`src/rtl/tbus_if.sv`:
```
// Bus-side and output-side signal bundle for the tristate bus reader.
// The master modport belongs to the reader; the slave modport to drivers and the downstream sink.
interface tbus_if #(
  parameter int WIDTH = 8,
  parameter int NDRV  = 4,
  parameter int IDW   = $clog2(NDRV)
);
  logic [NDRV-1:0]  req;
  logic [NDRV-1:0]  en;
  logic [WIDTH-1:0] bus_y;
  logic [NDRV-1:0]  ack;
  logic [WIDTH-1:0] out_data;
  logic [IDW-1:0]   out_id;
  logic             out_valid;
  logic             out_ready;

  modport master (
    input  req, bus_y, out_ready,
    output en, ack, out_data, out_id, out_valid
  );

  modport slave (
    output req, bus_y, out_ready,
    input  en, ack, out_data, out_id, out_valid
  );
endinterface

```
`src/rtl/tbus_reader.sv`:
```
// Round-robin reader for a shared inverting tristate bus with break-before-make turnaround.
// Captured words are re-inverted and presented on a valid/ready port tagged with the source ID.
module tbus_reader #(
  parameter int WIDTH = 8,
  parameter int NDRV  = 4,
  parameter int IDW   = $clog2(NDRV)
) (
  input logic    clk,
  input logic    rst_n,
  tbus_if.master bus
);

  typedef enum logic [1:0] {IDLE, DRIVE, SAMPLE, TURN} state_t;

  state_t           state, state_next;
  logic [IDW-1:0]   g, g_next;
  logic [IDW-1:0]   ptr, ptr_next;
  logic [IDW-1:0]   cand, idx;
  logic             found;
  logic [NDRV-1:0]  en_q, en_next;
  logic [NDRV-1:0]  ack_q, ack_next;
  logic [WIDTH-1:0] data_q, data_next;
  logic [IDW-1:0]   id_q, id_next;
  logic             valid_q, valid_next;

  // First requester at or after ptr, wrapping at NDRV-1.
  always_comb begin
    found = 1'b0;
    cand  = '0;
    idx   = '0;
    for (int unsigned i = 0; i < NDRV; i++) begin
      idx = IDW'((32'(ptr) + i) % NDRV);
      if (!found && bus.req[idx]) begin
        found = 1'b1;
        cand  = idx;
      end
    end
  end

  always_comb begin
    state_next = state;
    g_next     = g;
    ptr_next   = ptr;
    en_next    = '0;
    ack_next   = '0;
    data_next  = data_q;
    id_next    = id_q;
    valid_next = valid_q;

    if (valid_q && bus.out_ready) valid_next = 1'b0;

    // en/ack are computed for the state being entered so both leave the block registered.
    case (state)
      IDLE: begin
        if (found && (!valid_q || bus.out_ready)) begin
          g_next        = cand;
          en_next[cand] = 1'b1;
          state_next    = DRIVE;
        end
      end
      DRIVE: begin
        en_next[g] = 1'b1;
        state_next = SAMPLE;
      end
      SAMPLE: begin
        ack_next[g] = 1'b1;
        data_next   = ~bus.bus_y;
        id_next     = g;
        valid_next  = 1'b1;
        ptr_next    = (g == IDW'(NDRV - 1)) ? '0 : g + 1'b1;
        state_next  = TURN;
      end
      TURN: begin
        state_next = IDLE;
      end
      default: begin
        state_next = IDLE;
      end
    endcase
  end

  always_ff @(posedge clk) begin
    if (!rst_n) begin
      state   <= IDLE;
      g       <= '0;
      ptr     <= '0;
      en_q    <= '0;
      ack_q   <= '0;
      data_q  <= '0;
      id_q    <= '0;
      valid_q <= 1'b0;
    end else begin
      state   <= state_next;
      g       <= g_next;
      ptr     <= ptr_next;
      en_q    <= en_next;
      ack_q   <= ack_next;
      data_q  <= data_next;
      id_q    <= id_next;
      valid_q <= valid_next;
    end
  end

  assign bus.en        = en_q;
  assign bus.ack       = ack_q;
  assign bus.out_data  = data_q;
  assign bus.out_id    = id_q;
  assign bus.out_valid = valid_q;

endmodule
```
`src/flat_wrapper.sv`:
```
// flat-port wrapper written by rule: the top's interface ports become plain ports
module tbus_reader_flat 
#(
  parameter int WIDTH = 8,
  parameter int NDRV  = 4,
  parameter int IDW   = $clog2(NDRV)
)
  (clk, rst_n, bus_req, bus_bus_y, bus_out_ready, bus_en, bus_ack, bus_out_data, bus_out_id, bus_out_valid);
  tbus_if #(.WIDTH(WIDTH), .NDRV(NDRV), .IDW(IDW)) bus_i ();
  input logic clk;
  input logic rst_n;
  input wire logic [$bits(bus_i.req)-1:0] bus_req;
  input wire logic [$bits(bus_i.bus_y)-1:0] bus_bus_y;
  input wire logic [$bits(bus_i.out_ready)-1:0] bus_out_ready;
  output wire logic [$bits(bus_i.en)-1:0] bus_en;
  output wire logic [$bits(bus_i.ack)-1:0] bus_ack;
  output wire logic [$bits(bus_i.out_data)-1:0] bus_out_data;
  output wire logic [$bits(bus_i.out_id)-1:0] bus_out_id;
  output wire logic [$bits(bus_i.out_valid)-1:0] bus_out_valid;
  assign bus_i.req = bus_req;
  assign bus_i.bus_y = bus_bus_y;
  assign bus_i.out_ready = bus_out_ready;
  assign bus_en = bus_i.en;
  assign bus_ack = bus_i.ack;
  assign bus_out_data = bus_i.out_data;
  assign bus_out_id = bus_i.out_id;
  assign bus_out_valid = bus_i.out_valid;
  tbus_reader #(.WIDTH(WIDTH), .NDRV(NDRV), .IDW(IDW)) u_core (.clk(clk), .rst_n(rst_n), .bus(bus_i));
endmodule
```
`config.mk`:
```
export PLATFORM = sky130hd
export DESIGN_NAME = tbus_reader_flat
export DESIGN_NICKNAME = d
export VERILOG_FILES = /design/src/rtl/tbus_if.sv /design/src/rtl/tbus_reader.sv /design/src/flat_wrapper.sv
export SDC_FILE = /design/constraint.sdc
export NUM_CORES = 1
export LEC_CHECK = 0
export CAP_MARGIN = 25
export CORE_ASPECT_RATIO = 1.75
export CORE_UTILIZATION = 41
export CTS_CLUSTER_DIAMETER = 40
export CTS_CLUSTER_SIZE = 10
export DETAILED_ROUTE_END_ITERATION = 16
export GPL_ROUTABILITY_DRIVEN = 0
export PLACE_DENSITY = 0.74
export SYNTH_ARGS = -nofsm -noshare
export SYNTH_HDL_FRONTEND = slang
export SYNTH_SLANG_ARGS = --single-unit
```
`constraint.sdc`:
```
create_clock -name clk -period 1.3 [get_ports clk]
set_input_delay 0.26 -clock clk [delete_from_list [all_inputs] [get_ports clk]]
set_output_delay 0.26 -clock clk [all_outputs]
set_load 0.02 [all_outputs]
```
==> results of run 1 <==
-- flip-flops by register name, indices dropped and copies added, names as in the netlist --
register and cells:
u_core.bus.ack 4, u_core.state 2, u_core.bus.en 4, u_core.bus.out_valid 1, u_core.g 2, u_core.bus.out_id 2
u_core.ptr 2, u_core.bus.out_data 8
-- layer usage --
metal | wire (um) | track usage | vias up | share of wire
met1 | 783 | 0.199 | 438 | 0.36
met3 | 91 | 0.0313 | 5 | 0.041
met4 | 31 | 0.0538 | 0 | 0.014
li1 | - | - | 456 | -
met2 | 1300 | 0.323 | 30 | 0.59
met5 | 0 | 0 | - | 0
-- final timing paths --
kind | endpoint | depth (start not counted) | startpoint
max reg2reg | u_core.bus.en[3]$_SDFF_PN0_ | 5 | u_core.ptr[0]$_SDFFE_PN0P_
max | u_core.bus.en[3]$_SDFF_PN0_ | 5 | u_core.ptr[0]$_SDFFE_PN0P_
min reg2reg | u_core.bus.out_data[6]$_SDFFE_PN0P_ | 1 | u_core.bus.out_data[6]$_SDFFE_PN0P_
min | u_core.bus.out_data[6]$_SDFFE_PN0P_ | 1 | u_core.bus.out_data[6]$_SDFFE_PN0P_
-- what timing repair did --
| action | 4_1_cts | 5_1_grt |
|---|---|---|
| setup endpoints to repair | 27 | 2 |
| pin swaps | 1 | 1 |
| gates cloned | 0 | 0 |
| gates resized for setup | 25 | 0 |
-- cells by family after synthesis --
kind of cell / after synthesis / share of synthesized area
simple gates: 38 / 0.189
compound gates: 24 / 0.189
fa+ha+maj: 7 / 0.0792
flops: 25 / 0.452
buf+inv: 13 / 0.0452
mux: 5 / 0.0453
-- critical path: cells and delay by family (launching register included) --
kind            cells  cell delay [ns]
simple gates        1             0.16
compound gates      3             0.51
buf+inv             1             0.09
flops               1             0.39
-- cells in the final DEF, fill, tap and decap left out, types with 3 or more instances in the layout --
master           synthesis  final
dfxtp_1                 25     25
dlygate4sd2_1            0     23
nand2_1                 12     12
clkdlybuf4s50_1          0     10
inv_1                    8      8
o211a_1                  8      8
ha_1                     7      7
nor2b_1                  6      6
nand3_1                  6      6
mux2i_1                  5      5
and3_1                   5      5
buf_4                    0      5
o21ai_1                  4      4
nor2_1                   3      3
clkbuf_8                 0      3
-- area by class of cell --
cell class                      instances  area (um^2)  area share
Multi-Input combinational cell         74          568       0.370
Sequential cell                        25          500       0.326
Timing Repair Buffer                   39          359       0.234
Clock buffer                            3         41.3      0.0269
Tap cell                               26         32.5      0.0212
Inverter                                8         30.0      0.0195
Clock inverter                          1         5.00     0.00326
-- through the flow --
step / util / cell area (um^2)
after detailed placement: 0.597 / 1510
after global routing: 0.609 / 1540
final: 0.609 / 1540
after global placement: 0.597 / 1510
after floorplan: - / 1110
after CTS: 0.609 / 1540
-- power by group through the flow --
stage	sequential [W]	clock (W)	combinational [W]
after floorplan	0.00122	0	0.000555
after global placement	0.00107	0	0.00115
after detailed placement	0.00109	0	0.00118
after CTS	0.00106	0.000467	0.00109
after global routing	0.00109	0.000495	0.00121
final	0.00106	0.000452	0.00108
==> results.py, run 1 <==
metrics = {
    "timing": {
        "fin_skew_ns": 0.00610,
        "finalSetupViolCount": 0,
        "worstMarginPinSlew_ns": 0.291,
        "worst_hold_slack_ns": 0.483,
        "finalMaxSlewViolations": 0,
        "setup_ws_ns": 0.0810,
        "slew_headroom": 0.806,
        "period_needed_ns": 1.22,
        "fin_crit_sh": 0.938,
        "max_freq_mhz": 820,
        "rsz0062_at_grt": "no",
        "tns_ns": 0,
        "hold_violations": 0,
    },
    "power": {
        "swShare": 0.362,
        "power.share.clock": 0.174,
        "power_frac_seq": 0.409,
        "power_w": 0.00259,
        "p_comb_frac": 0.417,
        "vdd_drop_max_v": 0.00106,
        "power.density_mw_per_mm2": 1690,
        "p_leak_nw": 0.769,
        "netSwitchingPower_w": 0.000939,
        "internal_power_w": 0.00166,
    },
    "min_path": {
        "hold_path_class": "reg -> reg",
    },
    "global_routing": {
        "grt_max_degree": 27,
        "grt_pass1_wl_mm": 3.75,
        "grt_usage": 0.181,
        "grt_pass1_vias": 898,
        "antenna_found_initial": 0,
        "grt-ovfl-total": 0,
    },
    "floorplanning": {
        "initial_utilization": 0.438,
        "fp-row-count": 24,
        "coreArea_mm2": 0.00252,
        "die_w_um": 41.3,
        "io_pins": 34,
        "fp.dieArea_mm2": 0.00292,
        "die-height_um": 70.7,
    },
    "worst_setup_path": {
        "reg2reg_slack_ns": 0.08,
        "worstSetupEndpointType": "register",
        "critPathKind": "reg -> reg",
        "critPathMaxFanout": 4,
        "crit_chain": "nand2b_2, o21ai_2, a211oi_4, inv_1, o21ai_1",
        "cp-start-kind": "register",
        "slowest_delay_ns": 0.39,
        "cp_slowest_cell": "dfxtp_1",
        "crit_required_ns": 1.50,
        "cp_data_arrival_time_ns": 1.42,
    },
    "cts": {
        "post_cts.repair.setup_buffers": 0,
        "clk_latency_ns": 0.27,
        "cts_buffers": 3,
        "cts_root_buffer": "clkbuf_8",
        "postCtsHoldBufs": 0,
        "htree_num_levels": 1,
        "clock-sinks": 25,
        "cts_tree": "yes",
        "clockBufferDepth": 2,
        "clk_pin_slew_ns": 0.09,
    },
    "run": {
        "maxCapViolations": 0,
    },
    "drt": {
        "routed_wl_mm": 2.20,
        "wl_per_cell_um": 12.5,
        "drc": 0,
        "drt_iter0_markers": 31,
        "ant_nets": 0,
        "drt-pass1-iter-count": 4,
        "avgViaCountPerCell": 5.28,
        "vias": 929,
    },
    "yosys": {
        "synthArstFlopShare": 0,
        "synth-edff-count": 0,
        "yosys_warnings": 0,
        "yosys.area.top_type": "dfxtp_1",
        "postSynthCellCount": 112,
        "synth.avg_cell_area_um2": 9.88,
        "synthesis.area_mm2": 0.00111,
        "synth_top_cells_by_area": "dfxtp_1, ha_1, o211a_1",
        "yosys_register_bits": 25,
        "synth_common_cells": "dfxtp_1, nand2_1, inv_1, o211a_1, ha_1",
        "yosysSeqAreaShare": 0.452,
        "synth_cell_types": 28,
        "yosys.area.top_type_share": 0.452,
        "synth_fp_nets": 134,
        "synth_ff_type": "dfxtp_1",
        "yosysMostFrequentCell": "dfxtp_1",
    },
    "place": {
        "portBuffers": 33,
        "place_ws_ns": -0.371,
        "post-dp-hpwl_mm": 1.70,
        "dp.cells": 172,
    },
    "cells_and_area": {
        "stdcell_count": 176,
        "fill_cells": 232,
        "area_growth_pct": 38.9,
        "nNetsFinal": 173,
        "n_antenna_cell": 0,
        "drive_above_1_share": 0.127,
    },
    "run_status": {
        "status": "complete, no violations",
    },
}
Note: power is estimated with default switching activity, not from simulation.
==> run 2: changes to the inputs <==
Settings changed: CORE_MARGIN set to 8, CORE_UTILIZATION 41 to 40, PLACE_DENSITY 0.74 to 0.73.
==> run 2 against run 1 <==
  * Register-to-register slack better by 0.02 ns
  * Cell count is 0.57% higher
  * Global-route usage is 6.9 points lower
  * Largest power group unchanged
  * Highest routed layer unchanged
==> results.py, run 2 (same netlist as run 1, synthesis figures left out) <==
metrics = {
    "cts": {
        "clk_pin_slew_ns": 0.09,
        "cts_tree": "yes",
        "cts_buffers": 3,
        "clk_latency_ns": 0.27,
        "clock-sinks": 25,
        "htree_num_levels": 1,
        "cts_root_buffer": "clkbuf_8",
        "clockBufferDepth": 2,
    },
    "cells_and_area": {
        "n_antenna_cell": 0,
        "final_cell_mix": "dfxtp_1, dlygate4sd2_1, nand2_1, clkdlybuf4s50_1",
        "area_growth_pct": 38.8,
        "largest_reg_flops": 8,
        "final_common_cell": "dfxtp_1",
        "multi_input_area_um2": 559,
        "stdcell_count": 177,
        "fill_cells": 238,
        "nNetsFinal": 173,
        "final-seq-area_um2": 500,
        "fin_util": 0.577,
        "drive_above_1_share": 0.127,
    },
    "run_status": {
        "status": "complete, no violations",
    },
    "drt": {
        "avgViaCountPerCell": 5.12,
        "drt-pass1-iter-count": 4,
        "vias": 906,
        "wl_per_cell_um": 14.1,
        "drt_iter0_markers": 19,
        "routed_wl_mm": 2.49,
        "drc": 0,
        "ant_nets": 0,
    },
    "run": {
        "maxCapViolations": 0,
    },
    "min_path": {
        "hold_depth": 1,
        "hold_path_class": "reg -> reg",
    },
    "place": {
        "post-dp-hpwl_mm": 2.01,
        "portBuffers": 33,
        "dp.cells": 173,
    },
    "power": {
        "p_leak_nw": 0.772,
        "vdd_drop_max_v": 0.00120,
        "power.density_mw_per_mm2": 1710,
    },
    "global_routing": {
        "grt_pass1_vias": 1004,
        "grt_usage": 0.111,
        "grt-ovfl-total": 0,
        "grt_pass1_wl_mm": 4.43,
        "grt_max_degree": 26,
        "antenna_found_initial": 0,
    },
    "worst_setup_path": {
        "rr_startpoint": "u_core.state[0]$_SDFFE_PN0P_",
        "slowest_delay_ns": 0.35,
        "crit_buf_inv": 1,
        "crit_required_ns": 1.04,
        "cp_data_arrival_time_ns": 0.97,
        "worstSetupEndpointType": "output pin",
        "critPathKind": "reg -> out",
        "reg2reg_slack_ns": 0.10,
        "crit_chain": "dlygate4sd2_1",
        "path_depth": 1,
        "cp_slowest_cell": "dfxtp_1",
        "cp-start-kind": "register",
        "crit_family": "flip-flops",
        "crit_path_end": "bus_out_id[0]",
        "crit_start": "u_core.bus.out_id[0]$_SDFFE_PN0P_",
        "reg2reg_depth": 5,
        "critPathMaxFanout": 2,
        "worstReg2RegEnd": "u_core.state[0]$_SDFFE_PN0P_",
    },
    "timing": {
        "tns_ns": 0,
        "max_freq_mhz": 810,
        "finalMaxSlewViolations": 0,
        "worstMarginPinSlew_ns": 0.282,
        "finalSetupViolCount": 0,
        "fin_crit_sh": 0.950,
        "slew_headroom": 0.811,
        "rsz0062_at_grt": "no",
        "period_needed_ns": 1.23,
        "fin_skew_ns": 0.00445,
        "hold_violations": 0,
    },
    "floorplanning": {
        "io_pins": 34,
        "fp-row-count": 25,
        "die-height_um": 85.6,
        "fp.dieArea_mm2": 0.00477,
        "coreArea_mm2": 0.00266,
        "die_w_um": 55.8,
        "initial_utilization": 0.416,
    },
}
==> run 2: changes by cell type in the layout (fill, tap and decap cells not counted) <==
cell            before  now
dlymetal6s2s_1       0    1
nor4_4               1    0
dlygate4sd2_1       23   22
clkinvlp_4           0    1
clkinv_2             1    0
nor4_2               0    1
==> run 2: per-stage QoR <==
stage	setup slack, ns	power [W]	cell area (um^2)	hold WS (ns)
after floorplan	0.0428	0.00178	1110	0.413
after global placement	-0.335	0.00224	1510	0.461
after detailed placement	-0.354	0.00229	1510	0.471
after CTS	0.0117	0.00267	1530	0.484
after global routing	0.00373	0.00283	1540	0.504
final	0.0651	0.00263	1540	0.480
==> run 2: worst min path at each step <==
stage | slack (ns) | end | startpoint
3_3_place_gp | 0.46 | u_core.bus.out_data[6]$_SDFFE_PN0P_ | u_core.bus.out_data[6]$_SDFFE_PN0P_
2_1_floorplan | 0.41 | u_core.g[0]$_SDFFE_PN0P_ | rst_n
6_report | 0.48 | u_core.bus.out_data[4]$_SDFFE_PN0P_ | u_core.bus.out_data[4]$_SDFFE_PN0P_
4_1_cts | 0.48 | u_core.bus.out_data[4]$_SDFFE_PN0P_ | u_core.bus.out_data[4]$_SDFFE_PN0P_
3_5_place_dp | 0.47 | u_core.bus.out_data[4]$_SDFFE_PN0P_ | u_core.bus.out_data[4]$_SDFFE_PN0P_
5_1_grt | 0.50 | u_core.bus.out_data[5]$_SDFFE_PN0P_ | u_core.bus.out_data[5]$_SDFFE_PN0P_
==> run 2: cell type report <==
cell class / count / area share
multi-input cells: 74 / 0.364
flip-flops and latches: 25 / 0.326
repair buffers: 39 / 0.236
clock buffers: 3 / 0.0269
well taps: 27 / 0.0220
inverters: 8 / 0.0196
clock inverters: 1 / 0.00489
==> run 2: report_power, final <==
group / total (W) / switching (W) / internal [W]
sequential: 0.00105 / 0.000103 / 0.000951
combinational: 0.00110 / 0.000602 / 0.000496
clock: 0.000478 / 0.000261 / 0.000218
total: 0.00263 / 0.000966 / 0.00166
==> run 2: timing repair <==
item                                    4_1_cts  5_1_grt
resized for setup                            23        1
pin swaps                                     1        2
endpoints found under the setup margin       26        6
buffers inserted                              0        0
hold buffers                                  0        0
==> run 2: per-layer routing <==
metal  track usage  share of wire  wire length [um]
met1         0.101           0.34               858
met2         0.199           0.53              1330
met3        0.0518          0.093               232
met4        0.0608          0.028                70
met5             0              0                 0
==> run 3: changes to the inputs <==
Settings changed: CAP_MARGIN 25 to not set.
==> results of run 3 <==
The final DEF is identical to that of run 2; final timing and power are the same.
